<file path="src/rtl/updown_sweep_pkg.sv">
// Shared definitions for the up/down counter sweep controller.
// Holds the FSM state encoding and the default widths.
package updown_sweep_pkg;

  localparam int W_DEF  = 4;
  localparam int DW_DEF = 8;

  typedef enum logic [2:0] {
    IDLE,
    LOAD,
    UP,
    DWELL_HI,
    DOWN,
    DWELL_LO
  } sweep_state_e;

endpackage

</file>
<file path="src/rtl/dwell_timer.sv">
// Loadable down-counter that times the hold at each sweep bound.
// expired marks the cycle whose decrement brings the count to zero.
module dwell_timer #(
  parameter int DW = 8
) (
  input  logic          clk,
  input  logic          rst,
  input  logic          load,
  input  logic [DW-1:0] value,
  output logic          expired
);

  logic [DW-1:0] cnt;

  always_ff @(posedge clk or posedge rst) begin
    if (rst) begin
      cnt <= '0;
    end else if (load) begin
      cnt <= value;
    end else if (cnt != '0) begin
      cnt <= cnt - DW'(1);
    end
  end

  // A load of N therefore yields exactly N cycles before expired is seen.
  assign expired = (cnt == DW'(1)) && !load;

endmodule

</file>
<file path="src/rtl/updown_sweep_ctrl.sv">
// Drives an external up/down counter through a bounded triangle sweep
// lo -> hi -> hold -> lo -> hold, repeated a programmable number of times.
module updown_sweep_ctrl
  import updown_sweep_pkg::*;
#(
  parameter int W  = W_DEF,
  parameter int DW = DW_DEF
) (
  input  logic          clk,
  input  logic          rst,
  input  logic          start,
  input  logic          stop,
  input  logic [W-1:0]  lo_bound,
  input  logic [W-1:0]  hi_bound,
  input  logic [DW-1:0] dwell,
  input  logic [7:0]    num_sweeps,
  input  logic [W-1:0]  count_in,
  output logic          enable,
  output logic          up_down,
  output logic          count_load,
  output logic [W-1:0]  load_value,
  output logic          busy,
  output logic          turn,
  output logic          done,
  output logic          err
);

  sweep_state_e  state;
  logic [W-1:0]  lo_q;
  logic [W-1:0]  hi_q;
  logic [DW-1:0] dwell_q;
  logic [7:0]    nsw_q;
  logic [7:0]    sweep_cnt;
  logic [7:0]    sweep_nxt;
  logic          at_hi;
  logic          at_lo;
  logic          timer_load;
  logic          timer_expired;

  assign at_hi     = (count_in == hi_q);
  assign at_lo     = (count_in == lo_q);
  assign sweep_nxt = sweep_cnt + 8'd1;

  // Reloading on every bound hit is harmless: the value is only consumed
  // when the FSM actually enters a dwell state.
  assign timer_load = ((state == UP) && at_hi) || ((state == DOWN) && at_lo);

  dwell_timer #(.DW(DW)) u_dwell_timer (
    .clk     (clk),
    .rst     (rst),
    .load    (timer_load),
    .value   (dwell_q),
    .expired (timer_expired)
  );

  always_ff @(posedge clk or posedge rst) begin
    if (rst) begin
      state     <= IDLE;
      lo_q      <= '0;
      hi_q      <= '0;
      dwell_q   <= '0;
      nsw_q     <= '0;
      sweep_cnt <= '0;
      turn      <= 1'b0;
      done      <= 1'b0;
      err       <= 1'b0;
    end else begin
      turn <= 1'b0;
      done <= 1'b0;
      err  <= 1'b0;
      if (stop) begin
        state <= IDLE;
      end else begin
        case (state)
          IDLE: begin
            if (start) begin
              if (lo_bound >= hi_bound) begin
                err <= 1'b1;
              end else begin
                lo_q      <= lo_bound;
                hi_q      <= hi_bound;
                dwell_q   <= dwell;
                nsw_q     <= num_sweeps;
                sweep_cnt <= '0;
                state     <= LOAD;
              end
            end
          end
          LOAD: state <= UP;
          UP: begin
            if (at_hi) begin
              turn  <= 1'b1;
              state <= (dwell_q != '0) ? DWELL_HI : DOWN;
            end
          end
          DWELL_HI: begin
            if (timer_expired) state <= DOWN;
          end
          DOWN: begin
            if (at_lo) begin
              turn      <= 1'b1;
              sweep_cnt <= sweep_nxt;
              // num_sweeps of zero means free-running; sweep_cnt just wraps.
              if ((nsw_q != 8'd0) && (sweep_nxt == nsw_q)) begin
                done  <= 1'b1;
                state <= IDLE;
              end else begin
                state <= (dwell_q != '0) ? DWELL_LO : UP;
              end
            end
          end
          DWELL_LO: begin
            if (timer_expired) state <= UP;
          end
          default: state <= IDLE;
        endcase
      end
    end
  end

  always_comb begin
    enable  = 1'b0;
    up_down = 1'b0;
    case (state)
      UP: begin
        up_down = 1'b1;
        enable  = !at_hi;
      end
      DOWN: begin
        up_down = 1'b0;
        enable  = !at_lo;
      end
      default: begin
        enable  = 1'b0;
        up_down = 1'b0;
      end
    endcase
  end

  assign count_load = (state == LOAD);
  assign load_value = (state == LOAD) ? lo_q : '0;
  assign busy       = (state != IDLE);

endmodule

</file>
<file path="config.mk">
export PLATFORM = sky130hd
export DESIGN_NAME = updown_sweep_ctrl
export DESIGN_NICKNAME = d
export VERILOG_FILES = /design/src/rtl/updown_sweep_pkg.sv /design/src/rtl/dwell_timer.sv /design/src/rtl/updown_sweep_ctrl.sv
export SDC_FILE = /design/constraint.sdc
export NUM_CORES = 1
export LEC_CHECK = 0
export ABC_AREA = 1
export CORE_UTILIZATION = 45
export CTS_BUF_LIST = sky130_fd_sc_hd__clkbuf_8 sky130_fd_sc_hd__clkbuf_16
export CTS_CLUSTER_DIAMETER = 100
export CTS_CLUSTER_SIZE = 10
export DETAILED_ROUTE_END_ITERATION = 16
export PLACE_DENSITY = 0.8
export REMOVE_ABC_BUFFERS = 1
export SLEW_MARGIN = 20
export SYNTH_ARGS = -nofsm -noshare
export SYNTH_HDL_FRONTEND = slang
export SYNTH_SLANG_ARGS = --single-unit
</file>
<file path="constraint.sdc">
create_clock -name clk -period 4.9 [get_ports clk]
set_input_delay 0.98 -clock clk [delete_from_list [all_inputs] [get_ports clk]]
set_output_delay 0.98 -clock clk [all_outputs]
set_load 0.01 [all_outputs]
</file>
==> flow_summary.ini <==
[layout]
antennaDiodeCount = 0
fin_nets = 442
area_growth_pct = 20.8
layout-drive-gt1-share_pct = 9.16

[die]
coreArea_um2 = 5920
die_w_um = 80.5
start_util_pct = 46.9
dieHeight_um = 80.5
ioPinCount = 43
row_count = 28
dieArea_um2 = 6490

[worst_setup_path]
rrSetupSlack_ns = 2.60
cp_max_fo = 3
cp_slowest_stage_delay_ns = 0.50
critical_path.endpoint_type = primary output
cpMostUsedCell = nand2_1
crit_type = primary input to primary output
arrival_ns = 2.64
reg2reg_depth = 8
path_cells = clkdlybuf4s50_1 -> inv_1 -> nand2_1 -> nand2_1 -> nor2_1 -> nand2_1 -> nand2_1 -> o21ai_0 -> clkdlybuf4s50_1
start_kind = primary input
r2r_start = state[0]
cp-startpoint = count_in[2]
slowest_stage = clkdlybuf4s50_1
reg2reg_to = dwell_q[5]
cp.required_ns = 3.92

[clocking]
ctsHoldBuffers = 0
ctsResizeCount = 0
numCtsBuffers = 5
path_clk_slew_ns = 0.09
worstSkewPairLatency_ns = 0.31
clock_sinks = 46
cts_root_buf = clkbuf_8
cts_tree = yes
cts_setup_buffers = 0
htree_num_levels = 2
clock_tree.buffer_depth = 2

[place]
post-place-ws_ns = 1.29
gp_congestion = 0.830
port_buffers = 42
dpl.hpwl_um = 4460

[yosys]
synth.distinct_cells = 31
synth_top_area_share_pct = 41.5
synthArstFlopShare_pct = 100
syn_inst = 356
synth_warnings = 0
syn_avg_cell_area_um2 = 7.80
synthFlopType = dfrtp_1
synthTopCellsByArea = dfrtp_1, nand2_1, inv_1, nor2_1, mux2_4
synth_edf_count = 0
yosysSeqAreaShare_pct = 41.5
synth_common_cells = nand2_1, inv_1, nor2_1
ys_ff_latch = 46
yosysMostFrequentCell = nand2_1
synth_area_um2 = 2780
yosysTopAreaCell = dfrtp_1

[sta]
worst-slew-pin-transition_ns = 0.599
finalCriticalPeriod_ns = 3.62
finalCritPeriodShare_pct = 73.8
setup_tns_ns = 0
hold_slack_ns = 0.516
rsz0062_at_grt = false
slew_viol_final = 0
max_freq_mhz = 277
setup_viol = 0
setup_ws_ns = 1.28
finClkSkew_ns = 0.0130
max-slew-margin-rel_pct = 59.9
finalHoldViolCount = 0

[grt]
grt-ovfl-total = 0
grt_max_degree = 47
grt_busiest_layer = met2
met3_usage_pct = 3.52
use_met2_pct = 33.1
use_met1_pct = 24.6
antenna_found_initial = 0
grt_pass1_vias = 2276
grt_use_total_pct = 19.6
grt_pass1_wl_um = 9770

[drt]
drt_wl_total_um = 5860
vias = 2382
post_drt_wl_per_cell_um = 12.2
drcViolationCount = 0
drt-initial-drc-count = 102
viasPerCell = 4.97
first_pass_iters = 4
ant_nets = 0

[status]
status = complete, no violations

[hold_path]
hold_end = hi_q[3]
hold_class = register to register
hp-start = hi_q[3]
whs_path_depth = 2

[power]
power_leakage_nw = 1.69
power_density_nw_per_um2 = 473
total_power_mw = 1.59
ir_drop_mv = 0.224

[run]
drv_cap = 0
==> per-stage QoR <==
| stage | util (%) | std cells | area [um^2] |
|---|---|---|---|
| 2_1_floorplan | - | 352 | 2730 |
| 3_3_place_gp | 55.1 | 471 | 3260 |
| 3_5_place_dp | 55.1 | 471 | 3260 |
| 4_1_cts | 56.6 | 479 | 3350 |
| 5_1_grt | 56.6 | 479 | 3350 |
| 6_report | 56.6 | 479 | 3350 |
==> logic make-up after synthesis <==
kind of cell             count (synthesis)  synth area share [%]
AND/OR/NAND/NOR                        174                  27.4
flip-flops                              46                  41.5
multiplexers                            10                  5.41
XOR/XNOR                                10                  3.65
buffers and inverters                   65                  9.96
AO/OA/AOI/OAI                           44                  8.97
adder cells (fa/ha/maj)                  7                  3.16
==> worst max-delay path: cells and delay by family <==
family / cells / cell delay [ns]
AO/OA/AOI/OAI: 1 / 0.11
buffers and inverters: 3 / 1.05
AND/OR/NAND/NOR: 5 / 0.48
==> worst max path at each step <==
| stage | end | slack (ns) | depth (start not counted) |
|---|---|---|---|
| final | enable | 1.28 | 9 |
| after global routing | enable | 1.17 | 9 |
| after CTS | enable | 1.30 | 9 |
| after detailed placement | enable | 1.29 | 9 |
| after global placement | enable | 1.33 | 9 |
| after floorplan | dwell_q[0] | 1.96 | 7 |
==> cells in the final DEF (no fill, tap or decap), drive strengths merged <==
cell	netlist	final
xnor3	1	1
a211oi	1	1
o21ai	21	21
nand2	86	86
ha	7	7
nor2	55	55
dfrtp	46	46
xnor2	1	1
and2	1	1
nand3	23	23
o22ai	7	7
nor3	3	3
clkdlybuf4s50	0	42
mux2	10	10
buf	4	2
nor4	1	1
inv	61	61
nand3b	1	1
clkbuf	0	5
xor2	8	8
a21oi	13	13
clkinvlp	0	1
nand4	4	4
clkinv	0	2
a21boi	1	1
o21bai	1	1
==> cell type report <==
class / instances / area (um^2)
fill: 540 / 2570
timing repair buffer: 44 / 435
sequential: 46 / 1150
tap: 75 / 93.8
multi-input combinational: 245 / 1350
inverter: 61 / 231
clock buffer: 5 / 68.8
clock inverter: 3 / 25.0
==> flip-flops by register name, summed over array words and instances, names as in the netlist <==
name               count
lo_q                   4
turn                   1
hi_q                   4
sweep_cnt              8
dwell_q                8
err                    1
u_dwell_timer.cnt      8
done                   1
state                  3
nsw_q                  8
==> layer usage <==
metal | vias up | share of wire [%]
li1 | 1215 | -
met5 | - | 0
met1 | 1091 | 46
met3 | 11 | 4.6
met4 | 0 | 2.1
met2 | 65 | 47
==> report_power, final <==
group / switching, mW / internal, mW / total (mW)
clock network: 0.141 / 0.103 / 0.244
logic: 0.375 / 0.327 / 0.702
registers: 0.114 / 0.526 / 0.640
Note: power is estimated with default switching activity, not from simulation.
